--- src/rtl/image_preload_loader.sv ---
// image_preload_loader
// Host-side driver for the image buffer preload port. Takes one raster-order
// frame of IMG_SIZE*IMG_SIZE pixels per start command and turns it into
// registered write beats. preload_done is raised only for a correctly framed
// image; a bad frame is parked in ERR with a sticky frame_err.
module image_preload_loader #(
    parameter  int IMG_SIZE   = 5,
    parameter  int DATA_WIDTH = 8,
    localparam int N          = IMG_SIZE * IMG_SIZE,
    localparam int AW         = $clog2(N),
    localparam int CW         = $clog2(N + 1)
) (
    input  logic                  clk,
    input  logic                  rst,
    input  logic                  clear,
    input  logic                  start,
    input  logic                  s_valid,
    output logic                  s_ready,
    input  logic [DATA_WIDTH-1:0] s_data,
    input  logic                  s_last,
    output logic                  preload_en,
    output logic [AW-1:0]         preload_addr,
    output logic [DATA_WIDTH-1:0] preload_pixel,
    output logic                  preload_done,
    output logic                  busy,
    output logic                  frame_err,
    output logic [CW-1:0]         pixel_count
);

    typedef enum logic [1:0] {
        IDLE = 2'd0,
        LOAD = 2'd1,
        DONE = 2'd2,
        ERR  = 2'd3
    } state_t;

    state_t state;
    state_t state_next;

    logic [CW-1:0]         counter;
    logic                  vld_p0;
    logic [AW-1:0]         addr_p0;
    logic [DATA_WIDTH-1:0] pixel_p0;
    logic                  done_flag;
    logic                  err_flag;

    logic in_load;
    logic accept;
    logic restart;
    logic is_final;

    // Handshake is decoded from the state register alone so s_ready never
    // depends on s_valid.
    assign in_load  = (state == LOAD);
    assign accept   = s_valid && in_load;
    assign restart  = start && !in_load;
    assign is_final = (counter == CW'(N - 1));

    // State register; rst and clear both return to IDLE.
    always_ff @(posedge clk) begin
        if (rst || clear) begin
            state <= IDLE;
        end else begin
            state <= state_next;
        end
    end

    // Next-state decode: a beat carrying s_last or landing on the last slot
    // closes the frame, which is good only when both coincide.
    always_comb begin
        state_next = state;
        case (state)
            IDLE, DONE, ERR: begin
                if (start) begin
                    state_next = LOAD;
                end
            end
            LOAD: begin
                if (accept && (s_last || is_final)) begin
                    state_next = (s_last && is_final) ? DONE : ERR;
                end
            end
            default: state_next = IDLE;
        endcase
    end

    // Stage p0: register each accepted beat as a one-cycle write, and track
    // the frame counter plus the done/error status flags.
    always_ff @(posedge clk) begin
        if (rst || clear) begin
            counter   <= '0;
            vld_p0    <= 1'b0;
            addr_p0   <= '0;
            pixel_p0  <= '0;
            done_flag <= 1'b0;
            err_flag  <= 1'b0;
        end else begin
            vld_p0 <= accept;
            if (accept) begin
                addr_p0  <= counter[AW-1:0];
                pixel_p0 <= s_data;
                if (counter < CW'(N)) begin
                    counter <= counter + 1'b1;
                end
            end
            if (restart) begin
                counter   <= '0;
                done_flag <= 1'b0;
                err_flag  <= 1'b0;
            end else begin
                // done follows the DONE state by one cycle so the final
                // write has landed before anyone reads on preload_done
                if (state == DONE) begin
                    done_flag <= 1'b1;
                end
                if (in_load && state_next == ERR) begin
                    err_flag <= 1'b1;
                end
            end
        end
    end

    assign s_ready       = in_load;
    assign busy          = in_load;
    assign preload_en    = vld_p0;
    assign preload_addr  = addr_p0;
    assign preload_pixel = pixel_p0;
    assign preload_done  = done_flag;
    assign frame_err     = err_flag;
    assign pixel_count   = counter;

endmodule

--- config.mk ---
export PLATFORM = sky130hd
export DESIGN_NAME = image_preload_loader
export DESIGN_NICKNAME = d
export VERILOG_FILES = /design/src/rtl/image_preload_loader.sv
export SDC_FILE = /design/constraint.sdc
export NUM_CORES = 1
export LEC_CHECK = 0
export CAP_MARGIN = 20
export CORE_MARGIN = 4
export CORE_UTILIZATION = 30
export DETAILED_ROUTE_END_ITERATION = 10
export SETUP_SLACK_MARGIN = 0.4
export SLEW_MARGIN = 20
export SYNTH_ARGS = -nofsm -noshare
export SYNTH_HDL_FRONTEND = slang
export SYNTH_SLANG_ARGS = --single-unit
--- constraint.sdc ---
create_clock -name clk -period 1.95 [get_ports clk]
set_input_delay 0.195 -clock clk [delete_from_list [all_inputs] [get_ports clk]]
set_output_delay 0.195 -clock clk [all_outputs]
set_load 0.05 [all_outputs]
; Word level (Yosys, flattened, before mapping)
; Index checks and enable logic that the tools add are counted.
[classes]
n_reduce_logical = 12
n_mux = 4
n_div = 0
n_eq_ne = 5
n_shift = 0
bitwise = 0
magnitude_cmp = 1
mul = 0
add_sub_neg = 1
[ops]
columns = cell, count
row1 = "2-bit equality test, second input constant", 3
row2 = "5-bit by 1-bit adder with 5-bit output, second input constant", 1
row3 = "5-bit equality test, second input constant", 1
row4 = 1-bit logical AND, 5
row5 = "5-bit < comparator, second input constant", 1
row6 = 2-bit two-way mux, 2
row7 = 2-bit case mux with 2 select lines, 1
row8 = 3-bit OR reduction, 1
row9 = "2-bit by 1-bit equality test with 1-bit output, second input constant", 1
row10 = 2-bit logical NOT, 1
row11 = 1-bit logical OR, 2
row12 = 2-bit AND reduction, 1
row13 = 2-bit OR reduction, 1
row14 = 1-bit logical NOT, 1
row15 = 1-bit two-way mux, 1
[word_totals]
mem_count = 0
wordCells = 30
latch_bits = 0
inputBits = 14
out_inout_bits = 23
ram_bits = 0
rom_bits = 0
ff_bits = 23

; Depth between registers and ports, before layout
; Gate-level depths: netlist (run 1).
[logic_depth]
ltp_word = 7
mapped_depth = 5
depth_no_buf = 5

; Worst setup path after synthesis (run 1)
; Ideal clock, no wire load.
[synth_path]
path_type = flip-flop to flip-flop
start = register state[0]
end = register counter[3] (netlist: pixel_count[3])
required_time_ns = 1.858
setup_ns = 0.092
path_stages_with_launch = 4
slack_ns = 0.159
path_buffers = 0
arrival_time_ns = 1.699
period_less_slack_ns = 1.791
path_cell_list = dfxtp_1 nor2b_1 o21ai_1 a311oi_1
[synth_via]
elab_chain_len = 4
word_cells_on_any_way = 6
classes_between = eq/ne (1) / reduce/logical (5)
[synth_lines]
columns = item, line
row1 = "start, declared", 37  ; state_t state;
row2 = "start signal, assigned", 64  ; state <= state_next;
row3 = 2-bit by 1-bit equality test with 1-bit output *, 54  ; assign in_load = (state == LOAD);
row4 = named net busy, 25  ; output logic busy,
row5 = 1-bit logical NOT, 56  ; assign restart = start && !in_load;
row6 = 1-bit logical AND, 56
row7 = 2-bit OR reduction (no source line), -
row8 = "end signal, assigned", 103  ; counter <= counter + 1'b1;
row9 = "end, declared", 40  ; logic [CW-1:0] counter;
; Mark *: on every way through the listed nets, which the timed path passes. The rest lies on a longest branch.
; A chain may end at the register's enable or synchronous reset.

; Worst setup path after layout (run 1)
[layout_path]
start = register counter[1] (netlist: pixel_count[1])
end = output pixel_count[1]
[layout_rtl]
columns = item, line
row1 = "end, declared", 27  ; output logic [CW-1:0] pixel_count
; No word-level cell between the ends.

==> results of run 1 <==
registers in the layout (all words and copies together), names as in the netlist:
register,flops
frame_err,1
preload_en,1
preload_done,1
preload_addr,5
state,2
pixel_count,5
preload_pixel,8
metal layers:
metal	vias to the layer above	track usage (%)
met5	-	0
met4	0	4.85
met2	26	17.9
met3	2	2.28
met1	382	15.0
li1	441	-
Yosys cell counts:
cell type,count
a21oi_1,18
a21oi_2,1
a311oi_1,1
a31oi_1,1
a41oi_1,1
and2_1,1
and3b_1,1
and4_2,1
and4b_1,1
buf_2,3
buf_4,1
clkbuf_1,2
dfxtp_1,23
ha_1,2
inv_1,6
nand2_1,27
nand3_1,2
nand3b_1,1
nand4_1,1
nand4b_1,1
nor2_1,3
nor2b_1,1
o21ai_0,5
o21ai_1,1
o2bb2ai_1,1
o311ai_4,1
or2_2,1
or3b_1,1
xor2_1,1
final cells by class:
class | count | area [um2]
Inverter | 6 | 22.5
Fill cell | 331 | 1690
Timing Repair Buffer | 38 | 340
Sequential cell | 23 | 463
Tap cell | 44 | 55.1
Clock inverter | 1 | 5.00
Multi-Input combinational cell | 75 | 425
Clock buffer | 3 | 22.5
where the power goes:
part	switching [mW]	internal, mW	total, mW	leakage, nW
clock network	0.148	0.0765	0.224	0.0177
logic	0.0398	0.0350	0.0748	0.325
registers	0.00283	0.473	0.476	0.187
how the worst min path moves through the flow:
stage	from	end	slack, ns	cells past startpoint
2_1_floorplan	s_last	state[0]$_SDFF_PP0_	0.30	1
3_3_place_gp	preload_pixel[4]$_SDFFE_PP0P_	preload_pixel[4]$_SDFFE_PP0P_	0.44	2
3_5_place_dp	preload_addr[4]$_SDFFE_PP0P_	preload_addr[4]$_SDFFE_PP0P_	0.45	2
4_1_cts	s_data[0]	preload_pixel[0]$_SDFFE_PP0P_	0.41	3
5_1_grt	s_data[2]	preload_pixel[2]$_SDFFE_PP0P_	0.44	3
6_report	s_data[6]	preload_pixel[6]$_SDFFE_PP0P_	0.43	3
logic make-up (layout without fill, tap and decap cells):
kind of cell | Yosys count | in the layout | share of synthesized area [%]
fa+ha+maj | 2 | 2 | 2.67
simple gates | 42 | 42 | 21.5
flops | 23 | 23 | 49.2
xor+xnor | 1 | 1 | 0.936
compound gates | 30 | 30 | 20.1
buf+inv | 12 | 48 | 5.61
timing repair:
item / CTS / global route
resized for setup: 24 / 4
endpoints found under the setup margin: 21 / 3
hold buffers: 0 / 0
==> metrics.md, run 1 <==
| Metric | Value |
|---|---|
| Status | `completed` |
| WHS | `0.425 ns` |
| Worst-Skew Late Latency | `0.31 ns` |
| Starting Density | `30.9%` |
| Max layer used | `met4` |
| Cell Chain, Critical Path | `dlygate4sd2_1` |
| CTS tree | `yes` |
| Residual DRC | `0` |
| Crit path DAT | `1.31 ns` |
| Maximum vdd drop | `0.000247 V` |
| Wire length per cell | `11.4 um` |
| RR Startpoint | `pixel_count[0]$_SDFFE_PP0P_` |
| Synth top area share | `49.2%` |
| Top post-synthesis cells by area | `dfxtp_1 49%, nand2_1 11%, a21oi_1 9.6%, o311ai_4 2.8%, ha_1 2.7%` |
| Layout cells sized above 1 | `12.3%` |
| Syn_nets | `126` |
| Vias in the first global route | `850` |
| PnR worst setup slack | `0.450 ns` |
| # setup viols final | `0` |
| Final Cell Area | `0.00133 mm2` |
| # rows | `20` |
| Vias after detailed routing | `851` |
| Layout Cells excl Fill | `190` |
| Buffers on Ports | `36` |
| Setup CP Type | `flip-flop to output pin` |
| Iteration-0 DRC Markers | `51` |
| DIE AREA | `0.00408 mm2` |
| Fin. max-slew vios | `0` |
| Worst Path Max Fanout | `8` |
| Routed wire length | `2170 um` |
| Worst-path clk slew | `0.13 ns` |
| Vias per cell | `4.48` |
| CP max-delay cell | `dlygate4sd2_1` |
| Reg2Reg Setup Slack | `0.60 ns` |
| Clk sink count | `23` |
| Postcts setup bufs | `0` |
| Max Fclk | `667 MHz` |
| Setup crit end | `pixel_count[1]` |
| TritonCTS buffer count | `3` |
| Post-DP Area | `0.00134 mm2` |
| Cell taking the most area after synthesis | `dfxtp_1` |
| Commonest non-fill, non-tap cell in the layout | `nand2_1` |
| Slew @ Worst Pin | `0.582 ns` |
| Chip Height | `63.9 um` |
| Antenna diodes | `0` |
| DRT met1 WL | `1050 um` |
| Data required time at the worst endpoint | `1.75 ns` |
| YS warnings | `0` |
| DR pass1 iterations | `4` |
| Clock tree buffer depth | `2` |
| Max incr delay on CP | `0.55 ns` |
| Max-slew headroom | `60.9%` |
| Final #Nets | `163` |
| Leak | `0.529 nW` |
| PD cells | `581 mW/mm2` |
| CTS H-tree lvls | `1` |
| Max-Cap Viols | `0` |
| Synthesis-to-layout area growth | `42.5%` |
| Metal2 WL | `973 um` |
| DP Cell Count | `186` |
| Launch point of the worst path | `pixel_count[1]$_SDFFE_PP0P_` |
| Met3 wire len | `118 um` |
| Core area | `0.00303 mm2` |
| Global-route wire length before repair | `3810 um` |
| Root buf cell | `clkbuf_4` |
| CP Capture Type | `output pin` |
| Place WS | `0.398 ns` |
| Total global routing overflow | `0` |
| Largest net degree at the start of global routing | `16` |
| Synth Cell Area | `936 um2` |
| Crit path buf inv count | `1` |
| Design Power | `0.775 mW` |
| Die Wd | `63.9 um` |
| RSZ-0062 raised after global routing | `false` |
| Synthesized flop and latch total | `23` |
| Tot GR Track Use | `11.4%` |
| Post-DRT Antenna Nets | `0` |
| Netlist cell types | `29` |
| Avg Cell Area, Syn | `8.51 um2` |
| Tmin final | `1.50 ns` |
| Critical path's top delay family | `buffers and inverters` |
| Seq/Total Area, Yosys | `49.2%` |
| Gate count of the mapped netlist | `110` |
| Finished Core Util | `44.0%` |
| Final worst path period share | `76.9%` |
| Placer's final routability congestion estimate | `0.834` |
| Reg-to-reg endpoint | `frame_err$_SDFFE_PP0P_` |
| Detail Placement HPWL | `1580 um` |
| Most frequent cells in the layout | `27 x nand2_1, 21 x dfxtp_1, 18 x a21oi_1` |
| Initial antenna violation count | `0` |
| Final hold vios | `0` |
| Reg2reg path depth | `5` |
| Top-Level Pins | `37` |
| Levels on crit path | `1` |
| CP Launch Type | `flip-flop` |
| Worst Hold Class | `input pin to flip-flop` |
| Clock Skew | `0.00332 ns` |
| Setup TNS | `0 ns` |
Note: power is estimated with default switching activity, not from simulation.
==> inputs of run 2 (changes only) <==
Clock period 1.95 ns to 1.4 ns, I/O delays scaled along.
==> metrics.md, run 2 (synthesis gave the netlist of run 1 again) <==
| Metric | Value |
|---|---|
| Status | `completed (unchanged)` |
| TritonCTS buffer count | `3 (unchanged)` |
| Layout cells sized above 1 | `66.0% (was 12.3%)` |
| Core area | `0.00303 mm2 (unchanged)` |
| Vias in the first global route | `947 (was 850)` |
| Post-DRT Antenna Nets | `0 (unchanged)` |
| Vias after detailed routing | `974 (was 851)` |
| # rows | `20 (unchanged)` |
| Most frequent cells in the layout | `19 x buf_6, 15 x a21oi_2, 13 x nand2_1, 13 x dfxtp_2, 13 x clkdlybuf4s50_1 (was 27 x nand2_1, 21 x dfxtp_1, 18 x a21oi_1)` |
| Logic pwr share | `14.6% (was 9.7%)` |
| Maximum vdd drop | `0.000249 V (was 0.000247 V)` |
| Clock group share of total power | `26.8% (was 28.9%)` |
| Final Cell Area | `0.00184 mm2 (was 0.00133 mm2)` |
| Data required time at the worst endpoint | `1.61 ns (was 1.75 ns)` |
| Setup TNS | `0 ns (unchanged)` |
| Fin. max-slew vios | `0 (unchanged)` |
| Worst Path Max Fanout | `6 (was 8)` |
| Vias per cell | `4.73 (was 4.48)` |
| Commonest non-fill, non-tap cell in the layout | `buf_6 (was nand2_1)` |
| Starting Density | `30.9% (unchanged)` |
| Leak | `0.701 nW (was 0.529 nW)` |
| Top-Level Pins | `37 (unchanged)` |
| Worst-Skew Late Latency | `0.31 ns (about the same)` |
| Routed wire length | `2630 um (was 2170 um)` |
| Die Wd | `63.9 um (unchanged)` |
| Largest net degree at the start of global routing | `14 (was 16)` |
| Synthesis-to-layout area growth | `96.8% (was 42.5%)` |
| Slew @ Worst Pin | `0.271 ns (was 0.582 ns)` |
| Final hold vios | `0 (unchanged)` |
| Final #Nets | `179 (was 163)` |
| Total global routing overflow | `0 (unchanged)` |
| Net Sw Frac | `25.0% (was 24.6%)` |
| Largest register FFs | `8 (unchanged)` |
| Net Sw Power | `0.277 mW (was 0.190 mW)` |
| Tmin final | `1.24 ns` |
| Crit path DAT | `1.45 ns (was 1.31 ns)` |
| Max-Cap Viols | `0 (unchanged)` |
| Int Pwr | `0.833 mW (was 0.585 mW)` |
| Wire length per cell | `12.8 um (was 11.4 um)` |
| Tot GR Track Use | `12.3% (was 11.4%)` |
| Clock Skew | `0.0122 ns (was 0.00332 ns)` |
| Final worst path period share | `88.9%` |
| Max Fclk | `803 MHz` |
| Residual DRC | `0 (unchanged)` |
| CP Launch Type | `flip-flop (unchanged)` |
| Clock tree buffer depth | `2 (unchanged)` |
| Max-slew headroom | `81.9% (was 60.9%)` |
| Chip Height | `63.9 um (unchanged)` |
| Detail Placement HPWL | `1730 um (was 1580 um)` |
| Antenna diodes | `0 (unchanged)` |
| Worst Hold Class | `input pin to flip-flop (unchanged)` |
| WHS | `0.424 ns (was 0.425 ns)` |
| Buffers on Ports | `36 (unchanged)` |
| Setup CP Type | `flip-flop to flip-flop (was flip-flop to output pin)` |
| CTS tree | `yes (unchanged)` |
| DR pass1 iterations | `4 (unchanged)` |
| Placer's final routability congestion estimate | `0.710 (was 0.834)` |
| Global-route wire length before repair | `4130 um (was 3810 um)` |
| # setup viols final | `0 (unchanged)` |
| PD cells | `603 mW/mm2 (was 581 mW/mm2)` |
| Iteration-0 DRC Markers | `45 (was 51)` |
| Initial antenna violation count | `0 (unchanged)` |
| RSZ-0062 raised after global routing | `true (was false)` |
| Flop pwr share | `58.7% (was 61.4%)` |
| Clk sink count | `23 (unchanged)` |
| DIE AREA | `0.00408 mm2 (unchanged)` |
| Worst-path clk slew | `0.13 ns (about the same)` |
| Design Power | `1.11 mW (was 0.775 mW)` |
| Post-DP Area | `0.00145 mm2 (was 0.00134 mm2)` |
| CTS H-tree lvls | `1 (unchanged)` |
| CP Capture Type | `flip-flop (was output pin)` |
| RR Startpoint | `pixel_count[0]$_SDFFE_PP0P_ (unchanged)` |
| Launch point of the worst path | `pixel_count[0]$_SDFFE_PP0P_ (was pixel_count[1]$_SDFFE_PP0P_)` |
| Root buf cell | `clkbuf_4 (unchanged)` |
| Post-CTS Hold Buffers | `0 (unchanged)` |
| Finished Core Util | `60.8% (was 44.0%)` |
| Hold Crit Start | `s_data[6] (unchanged)` |
-- run 2: cell count changes in the layout (fill, tap and decap cells not counted), sizes merged --
cell,delta
buf,+37
clkbuf,-2
clkdlybuf4s15,-2
dlygate4sd2,-17
-- run 2: worst paths after layout --
check                                   to  slack [ns]  depth (start not counted)
max                 frame_err$_SDFFE_PP0P_        0.16                          5
min          preload_pixel[6]$_SDFFE_PP0P_        0.42                          3
max reg2reg         frame_err$_SDFFE_PP0P_        0.16                          5
min reg2reg         frame_err$_SDFFE_PP0P_        0.47                          2
-- run 2: timing repair --
| action | 4_1_cts | 5_1_grt |
|---|---|---|
| gates resized for setup | 38 | 47 |
| setup buffers | 11 | 0 |
| endpoints found under the hold margin | 0 | 0 |
| gates cloned | 2 | 0 |
| endpoints found under the setup margin | 38 | 41 |
| pin swaps | 16 | 22 |
-- run 2: power by group through the flow --
stage,registers (mW),logic (mW),clock network (mW)
after floorplan,0.683,0.0487,0
after global placement,0.673,0.123,0
final,0.652,0.162,0.297
after CTS,0.651,0.141,0.312
after global routing,0.653,0.170,0.332
after detailed placement,0.673,0.124,0
-- run 2: critical path, stage by stage, from the launching register on --
cell and delay, ns:
dfxtp_4 0.43, inv_2 0.06, ha_4 0.15, and4b_2 0.24
xor2_1 0.15, o2bb2ai_1 0.11
-- run 2: routing by layer --
metal / global-route usage (%) / routed length [um] / vias up
met5: 0 / 0 / -
met4: 3.50 / 0 / 0
met3: 2.81 / 150 / 0
met2: 19.6 / 1320 / 34
met1: 16.4 / 1160 / 457
li1: - / - / 483
-- run 2: through the flow --
| stage | cells | setup WS (ns) |
|---|---|---|
| after floorplan | 110 | 0.138 |
| after global placement | 189 | 0.0111 |
| after detailed placement | 189 | -0.0142 |
| after CTS | 206 | 0.170 |
| after global routing | 206 | 0.0959 |
| final | 206 | 0.155 |
-- run 2: final cells by class --
type | instances | area (um2)
fillers | 246 | 1190
repair buffers | 54 | 627
multi-input cells | 75 | 607
flip-flops and latches | 23 | 503
well taps | 44 | 55.1
clock buffers | 3 | 22.5
inverters | 6 | 22.5
clock inverters | 1 | 5.00
